### src/rtl/regfile_write_arbiter_if.sv
// Write-side bus of the register-file write arbiter: control-unit port,
// debug burst port and the registered register-file write outputs.
interface regfile_write_arbiter_if #(
  parameter int DATA_W = 32
);
  logic              cpu_req;
  logic [3:0]        cpu_reg;
  logic [DATA_W-1:0] cpu_data;
  logic              cpu_gnt;
  logic              dbg_req;
  logic [3:0]        dbg_start;
  logic [3:0]        dbg_count;
  logic              dbg_valid;
  logic [DATA_W-1:0] dbg_data;
  logic              dbg_ready;
  logic              dbg_busy;
  logic              dbg_done;
  logic [15:0]       rf_we;
  logic [DATA_W-1:0] rf_wdata;

  modport master (
    output cpu_req, cpu_reg, cpu_data, dbg_req, dbg_start, dbg_count, dbg_valid, dbg_data,
    input  cpu_gnt, dbg_ready, dbg_busy, dbg_done, rf_we, rf_wdata
  );

  modport slave (
    input  cpu_req, cpu_reg, cpu_data, dbg_req, dbg_start, dbg_count, dbg_valid, dbg_data,
    output cpu_gnt, dbg_ready, dbg_busy, dbg_done, rf_we, rf_wdata
  );
endinterface

### src/rtl/regfile_write_arbiter.sv
// Arbitrates single-cycle CPU writes against debug burst writes and drives
// the register file's one-hot write enable (R0 = bit 15) and write data.
module regfile_write_arbiter #(
  parameter int DATA_W       = 32,
  parameter int STARVE_LIMIT = 4
) (
  input logic                  clock,
  input logic                  clear,
  regfile_write_arbiter_if.slave bus
);
  localparam int SW = $clog2(STARVE_LIMIT + 1);

  typedef enum logic {S_IDLE, S_BURST} state_t;

  state_t            r_state;
  logic [3:0]        r_ptr;
  logic [3:0]        r_rem;
  logic [SW-1:0]     r_streak;
  logic [15:0]       r_we;
  logic [DATA_W-1:0] r_wdata;
  logic              r_busy;
  logic              r_done;

  logic              w_in_burst;
  logic              w_streak_ok;
  logic              w_cpu_win;
  logic              w_dbg_win;

  assign w_in_burst  = (r_state == S_BURST);
  assign w_streak_ok = (r_streak < SW'(STARVE_LIMIT));
  // In IDLE the CPU always wins; in BURST it yields once the streak limit is hit.
  assign w_cpu_win   = bus.cpu_req && (!w_in_burst || w_streak_ok || !bus.dbg_valid);
  assign w_dbg_win   = w_in_burst && !w_cpu_win && bus.dbg_valid;

  assign bus.cpu_gnt   = w_cpu_win;
  assign bus.dbg_ready = w_dbg_win;
  assign bus.dbg_busy  = r_busy;
  assign bus.dbg_done  = r_done;
  assign bus.rf_we     = r_we;
  assign bus.rf_wdata  = r_wdata;

  always_ff @(posedge clock or posedge clear) begin
    if (clear) begin
      r_state  <= S_IDLE;
      r_ptr    <= '0;
      r_rem    <= '0;
      r_streak <= '0;
      r_we     <= '0;
      r_wdata  <= '0;
      r_busy   <= 1'b0;
      r_done   <= 1'b0;
    end else begin
      r_we   <= '0;
      r_done <= 1'b0;

      if (w_cpu_win) begin
        r_we    <= 16'h8000 >> bus.cpu_reg;
        r_wdata <= bus.cpu_data;
      end else if (w_dbg_win) begin
        r_we    <= 16'h8000 >> r_ptr;
        r_wdata <= bus.dbg_data;
      end

      case (r_state)
        S_IDLE: begin
          if (bus.dbg_req) begin
            r_ptr    <= bus.dbg_start;
            r_rem    <= bus.dbg_count;
            r_streak <= '0;
            r_busy   <= 1'b1;
            r_state  <= S_BURST;
          end
        end
        S_BURST: begin
          if (w_cpu_win && bus.dbg_valid && w_streak_ok) begin
            r_streak <= r_streak + SW'(1);
          end
          if (w_dbg_win) begin
            r_streak <= '0;
            r_ptr    <= r_ptr + 4'd1;
            if (r_rem == 4'd0) begin
              r_busy  <= 1'b0;
              r_done  <= 1'b1;
              r_state <= S_IDLE;
            end else begin
              r_rem <= r_rem - 4'd1;
            end
          end
        end
        default: r_state <= S_IDLE;
      endcase
    end
  end
endmodule

### src/flat_wrapper.sv
// flat-port wrapper written by rule: the top's interface ports become plain ports
module regfile_write_arbiter_flat 
#(
  parameter int DATA_W       = 32,
  parameter int STARVE_LIMIT = 4
)
  (clock, clear, bus_cpu_req, bus_cpu_reg, bus_cpu_data, bus_dbg_req, bus_dbg_start, bus_dbg_count, bus_dbg_valid, bus_dbg_data, bus_cpu_gnt, bus_dbg_ready, bus_dbg_busy, bus_dbg_done, bus_rf_we, bus_rf_wdata);
  regfile_write_arbiter_if #(.DATA_W(DATA_W)) bus_i ();
  input logic clock;
  input logic clear;
  input wire logic [$bits(bus_i.cpu_req)-1:0] bus_cpu_req;
  input wire logic [$bits(bus_i.cpu_reg)-1:0] bus_cpu_reg;
  input wire logic [$bits(bus_i.cpu_data)-1:0] bus_cpu_data;
  input wire logic [$bits(bus_i.dbg_req)-1:0] bus_dbg_req;
  input wire logic [$bits(bus_i.dbg_start)-1:0] bus_dbg_start;
  input wire logic [$bits(bus_i.dbg_count)-1:0] bus_dbg_count;
  input wire logic [$bits(bus_i.dbg_valid)-1:0] bus_dbg_valid;
  input wire logic [$bits(bus_i.dbg_data)-1:0] bus_dbg_data;
  output wire logic [$bits(bus_i.cpu_gnt)-1:0] bus_cpu_gnt;
  output wire logic [$bits(bus_i.dbg_ready)-1:0] bus_dbg_ready;
  output wire logic [$bits(bus_i.dbg_busy)-1:0] bus_dbg_busy;
  output wire logic [$bits(bus_i.dbg_done)-1:0] bus_dbg_done;
  output wire logic [$bits(bus_i.rf_we)-1:0] bus_rf_we;
  output wire logic [$bits(bus_i.rf_wdata)-1:0] bus_rf_wdata;
  assign bus_i.cpu_req = bus_cpu_req;
  assign bus_i.cpu_reg = bus_cpu_reg;
  assign bus_i.cpu_data = bus_cpu_data;
  assign bus_i.dbg_req = bus_dbg_req;
  assign bus_i.dbg_start = bus_dbg_start;
  assign bus_i.dbg_count = bus_dbg_count;
  assign bus_i.dbg_valid = bus_dbg_valid;
  assign bus_i.dbg_data = bus_dbg_data;
  assign bus_cpu_gnt = bus_i.cpu_gnt;
  assign bus_dbg_ready = bus_i.dbg_ready;
  assign bus_dbg_busy = bus_i.dbg_busy;
  assign bus_dbg_done = bus_i.dbg_done;
  assign bus_rf_we = bus_i.rf_we;
  assign bus_rf_wdata = bus_i.rf_wdata;
  regfile_write_arbiter #(.DATA_W(DATA_W), .STARVE_LIMIT(STARVE_LIMIT)) u_core (.clock(clock), .clear(clear), .bus(bus_i));
endmodule
### config.mk
export PLATFORM = sky130hd
export DESIGN_NAME = regfile_write_arbiter_flat
export DESIGN_NICKNAME = d
export VERILOG_FILES = /design/src/rtl/regfile_write_arbiter_if.sv /design/src/rtl/regfile_write_arbiter.sv /design/src/flat_wrapper.sv
export SDC_FILE = /design/constraint.sdc
export NUM_CORES = 1
export LEC_CHECK = 0
export CORE_MARGIN = 2
export CORE_UTILIZATION = 35
export DETAILED_ROUTE_END_ITERATION = 10
export PLACE_DENSITY = 0.69
export SYNTH_ARGS = -nofsm -noshare
export SYNTH_HDL_FRONTEND = slang
export SYNTH_SLANG_ARGS = --single-unit
### constraint.sdc
create_clock -name clock -period 1.95 [get_ports clock]
set_input_delay 0.195 -clock clock [delete_from_list [all_inputs] [get_ports clock]]
set_output_delay 0.195 -clock clock [all_outputs]
set_load 0.005 [all_outputs]
---- Word level (Yosys, flattened, before mapping) ----
Index checks and enable logic that the tools add are counted.
operators by class
  $lt $le $gt $ge ......................... 1
  $add $sub $neg .......................... 3
  muxes and demuxes ....................... 26
  shifts and indexed selects .............. 2
  bitwise operators ....................... 1
  reductions and logical operators ........ 16
  eq/ne operators ......................... 5
operator list
  cell                     count
  $mux W32                 2
  $mux W16                 2
  $shr A16 B4 Y16 const A  2
  $mux W4                  5
  $pmux W4 S2              2
  $mux W1                  9
  $mux W3                  3
  $ne A2 B2 Y1 const B     4
  $pmux W3 S2              1
  $reduce_and A3 Y1        2
  $logic_and A1 B1 Y1      5
  $add A4 B1 Y4 const B    1
  $logic_not A4 Y1         1
  $pmux W1 S2              2
  $reduce_and A2 Y1        2
  $sub A4 B1 Y4 const B    1
  $add A3 B1 Y3 const B    1
  $logic_not A1 Y1         3
  $lt A3 B3 Y1 const B     1
  $ne A3 B3 Y1 const B     1
  $logic_or A1 B1 Y1       2
  $reduce_bool A2 Y1       1
  $not A1 Y1               1
storage, ports and cells
  flip-flop bits (word level) ............. 62
  output and inout bits ................... 52
  logic and storage cells ................. 62

---- Depth between registers and ports, before layout ----
  word-level depth ........................ 9
  mapped depth ............................ 7

---- Worst setup path before layout ----
OpenSTA, ideal clock, no wires.
  path kind ............................... register -> register
  start point ............................. register u_core.r_streak[2]
  end point ............................... register u_core.r_we[7], in the netlist u_core.bus.rf_we[7]
  arrival ................................. 1293 ps
  slack ................................... 532 ps
  required time ........................... 1825 ps
  cell stages (with the launch flop) ...... 5
  path through ............................ dfrtp_1 -> nand2b_1 -> and3_1 -> and2_1 -> a2bb2o_1
on the way
  cells in the longest elaborated chain, start to end .. 9
RTL lines
  what                               RTL line                     source
  from (decl)                        regfile_write_arbiter.sv:18  logic [SW-1:0] r_streak;
  from (signal assigned)             regfile_write_arbiter.sv:76  r_streak <= r_streak + SW'(1);
  $lt A3 B3 Y1 *                     regfile_write_arbiter.sv:30  assign w_streak_ok = (r_streak < SW'(STARVE_LIMIT));
  $logic_or A1 B1 Y1 * (2 in a row)  regfile_write_arbiter.sv:32  assign w_cpu_win = bus.cpu_req && (!w_in_burst || w_streak_ok || !bus.dbg_valid);
  $logic_and A1 B1 Y1 *              regfile_write_arbiter.sv:32
  $logic_not A1 Y1                   regfile_write_arbiter.sv:33  assign w_dbg_win = w_in_burst && !w_cpu_win && bus.dbg_valid;
  $logic_and A1 B1 Y1 (2 in a row)   regfile_write_arbiter.sv:33
  $mux W16                           regfile_write_arbiter.sv:59  end else if (w_dbg_win) begin
  $mux W16 *                         regfile_write_arbiter.sv:56  if (w_cpu_win) begin
  to (signal assigned)               regfile_write_arbiter.sv:57  r_we <= 16'h8000 >> bus.cpu_reg;
  to (signal assigned)               regfile_write_arbiter.sv:60  r_we <= 16'h8000 >> r_ptr;
  to (decl)                          regfile_write_arbiter.sv:19  logic [15:0] r_we;
Mark *: on every way between the ends. The rest lies on a longest branch, timed or not.
A chain may end at the register's enable or synchronous reset.

---- Final worst setup path ----
  start point ............................. register u_core.r_streak[2]
  end point ............................... output port bus_dbg_ready
on the way
  cells in the longest elaborated chain, start to end .. 7
RTL lines
  what                              RTL line                     source
  $lt A3 B3 Y1                      regfile_write_arbiter.sv:30
  $logic_or A1 B1 Y1 (2 in a row)   regfile_write_arbiter.sv:32
  $logic_and A1 B1 Y1               regfile_write_arbiter.sv:32
  $logic_not A1 Y1                  regfile_write_arbiter.sv:33
  $logic_and A1 B1 Y1 (2 in a row)  regfile_write_arbiter.sv:33
  to (decl)                         flat_wrapper.sv:20           output wire logic [$bits(bus_i.dbg_ready)-1:0] bus_dbg_ready;
No other way between the ends.

==> flow_metrics.py <==
metrics = {
    "outcome": {
        "status": "completed",
    },
    "critical_path": {
        "reg2reg_from": "u_core.r_rem[0]$_DFFE_PP0P_",
        "crit_type": "flop to primary output",
        "r2r_slack_ns": 0.32,
        "arrival_ns": 1.67,
        "startpoint_type": "flop",
        "path_cells": "nand2b_2 > nand2_2 > inv_2 > clkdlybuf4s50_1",
        "cp-end-kind": "primary output",
        "r2r-end": "u_core.r_rem[0]$_DFFE_PP0P_",
        "worstPathRequired_ns": 1.75,
        "r2r_cells": 6,
        "worstPathMaxFanout": 6,
        "slowest_stage": "clkdlybuf4s50_1",
        "cp_slowest_stage_delay_ns": 0.51,
    },
    "power_and_ir_drop": {
        "vdd_drop_max_mv": 0.3345,
        "p_per_area_nw_per_um2": 897.5,
        "power.static_leakage_nw": 2.072,
    },
    "yosys": {
        "ys_seq_area_share_pct": 53.15,
        "synth.distinct_cells": 43,
        "synthCells": 262,
        "ys_warn_count": 0,
        "yosysTopAreaCellShare_pct": 53.15,
        "ys.flop_type": "dfrtp_1",
        "synthesis.nets": 351,
        "syn-cell-area_um2": 2919,
        "async_reset_ff_share_pct": 100.0,
        "avgSynthCellArea_um2": 11.14,
        "synth-edff-count": 0,
        "synth.most_common_cell": "dfrtp_1",
        "ys_top_cells_by_count": "62 x dfrtp_1, 33 x and3_1, 32 x a221o_1",
        "synth_top_area_cell": "dfrtp_1",
        "yosys_register_bits": 62,
        "ys_top_cells_by_area": "dfrtp_1 53%, a221o_1 11%, and3_1 7.1%",
    },
    "global_route": {
        "grt_use_met1_pct": 23.01,
        "grt_pass1_vias": 2799,
        "grt_use_met2_pct": 32.69,
        "grt_util_met3_pct": 5.455,
        "grt_pass1_wl_um": 13340,
        "grt-ovfl-total": 0,
        "grtUsageTotal_pct": 19.22,
        "grt_max_degree": 63,
        "gr-max-usage-layer": "met2",
        "antenna_found_initial": 0,
    },
    "placed_design": {
        "gp_congestion": 0.9402,
        "io_buffers": 132,
        "hpwl_um": 6141,
    },
    "die": {
        "core_um2": 8134,
        "io_pins": 133,
        "dieArea_um2": 9087,
        "dieHeight_um": 95.33,
        "die_x_um": 95.33,
        "row_count": 33,
        "initial_core_util_pct": 35.89,
    },
    "timing": {
        "setup_viol": 0,
        "finClkSkew_ns": 0.006780,
        "final.min_clock_period_ns": 1.862,
        "rsz0062_at_grt": "no",
        "hold_viol": 0,
        "setup_tns_ns": 0,
        "slew_viol_final": 0,
        "slew_headroom_pct": 71.48,
        "tightest_slew_ns": 0.4253,
        "clock.fmax_mhz": 537.0,
        "period_share_pct": 95.50,
    },
    "layout": {
        "nFillCells": 706,
        "drive_above_1_share_pct": 9.732,
        "area_delta_synth_final_pct": 57.82,
        "insertedDiodeCount": 0,
        "multi_input_area_um2": 1227,
        "seqCellArea_um2": 1551,
        "finalNetCount": 496,
        "post-route-util_pct": 56.64,
    },
    "clock_tree": {
        "post_cts_resized": 0,
        "cts_hold_buf": 0,
        "clkSlewWorstSetupHoldPaths_ns": 0.07,
        "clk_path_buf_depth": 2,
        "cts_made_buffers": 9,
        "cts_setup_buffers": 0,
        "root_buffer": "clkbuf_8",
        "clk_latency_ns": 0.32,
        "htree_levels": 3,
        "cts_tree": "built",
        "clkSinkCount": 62,
    },
    "drt": {
        "wl_um": 8432,
        "drt.antenna.violating_nets": 0,
        "dr_total_vias": 2707,
        "vias_per_cell": 5.246,
        "wire_per_inst_um": 16.34,
        "drcViolationCount": 0,
        "firstDrtPassIters": 6,
        "drt-initial-drc-count": 111,
    },
    "job": {
        "drv_cap": 0,
    },
    "worst_hold_path": {
        "hp-class": "input pin to async pin",
    },
}
layout by cell type (no fill, tap or decap), types with 2 or more instances in the layout:
cell type,n
inv_2,2
buf_4,17
and3_1,33
dfrtp_1,62
nand2_1,16
nor3_1,3
ha_1,8
nor2b_1,3
a221oi_1,2
nand3_1,3
o22ai_1,5
a32o_1,4
a31oi_1,3
inv_1,14
a211oi_1,2
o2bb2ai_1,4
clkdlybuf4s50_1,132
clkbuf_8,11
o21ai_1,4
nand2b_1,3
clkbuf_1,3
o21ai_0,7
a21oi_1,3
nor2_1,11
xnor2_1,2
a221o_1,32
and2_1,2
metal layers:
| layer | up-vias | part of all wire, % |
|---|---|---|
| met3 | 10 | 7.0 |
| met2 | 110 | 50 |
| li1 | 1282 | - |
| met5 | - | 0 |
| met4 | 0 | 1.3 |
| met1 | 1305 | 42 |
power by group:
| group | switching (mW) | internal, mW |
|---|---|---|
| Clock | 0.452 | 0.524 |
| Sequential | 0.182 | 1.53 |
| Combinational | 0.635 | 0.815 |
| Total | 1.27 | 2.87 |
critical path: cells and delay by family, from the launching register on:
| family | cells | cell delay, ns |
|---|---|---|
| AND/OR/NAND/NOR | 2 | 0.30 |
| flip-flops | 1 | 0.46 |
| buffers and inverters | 2 | 0.58 |
worst max path at each step:
stage,from,endpoint,slack [ns],cells after the start
after global placement,bus_dbg_valid,bus_cpu_gnt,0.13,4
after detailed placement,bus_dbg_valid,u_core.bus.rf_we[14]$_DFF_PP0_,0.1,6
after CTS,u_core.r_streak[2]$_DFFE_PP0P_,bus_dbg_ready,0.03,4
final,u_core.r_streak[2]$_DFFE_PP0P_,bus_dbg_ready,0.09,4
after global routing,u_core.r_streak[2]$_DFFE_PP0P_,bus_dbg_ready,0.02,4
after floorplan,clear,u_core.bus.dbg_busy$_DFFE_PP0P_,0.21,1
flip-flops by register name, indices dropped and copies added (netlist names):
register / flops
u_core.bus.dbg_busy: 1
u_core.bus.dbg_done: 1
u_core.bus.rf_wdata: 32
u_core.bus.rf_we: 16
u_core.r_ptr: 4
u_core.r_rem: 4
u_core.r_state: 1
u_core.r_streak: 3
cells by family (layout without fill, tap and decap cells):
| logic type | after synthesis | count (layout) | share of synthesized area (%) |
|---|---|---|---|
| xor gates and xnor gates | 2 | 2 | 0.6002 |
| DFF | 62 | 62 | 53.15 |
| and+or+nand+nor | 83 | 83 | 16.03 |
| adders and majority gates | 8 | 8 | 3.429 |
| AOI/OAI and AO/OA | 75 | 75 | 21.90 |
| buffers and inverters | 32 | 181 | 4.886 |
layout make-up:
type | instances | area share, %
clock buffer | 14 | 3.531
clock inverter | 1 | 0.1086
inverter | 16 | 1.304
multi-input combinational | 168 | 26.64
sequential | 62 | 33.68
tap | 105 | 2.852
timing repair buffer | 150 | 31.88
per-stage QoR:
step / cell area, µm² / hold WS, ns / cells / worst slack, ns / total power [mW]
2_1_floorplan: 2919 / 0.2841 / 262 / 0.2136 / 2.430
3_3_place_gp: 4437 / 0.4886 / 501 / 0.1295 / 3.132
3_5_place_dp: 4437 / 0.5007 / 501 / 0.09661 / 3.176
4_1_cts: 4604 / 0.2567 / 516 / 0.02554 / 4.179
5_1_grt: 4607 / 0.2834 / 516 / 0.01514 / 4.412
6_report: 4607 / 0.2518 / 516 / 0.08777 / 4.135
Power figures use the tool's default switching activity.
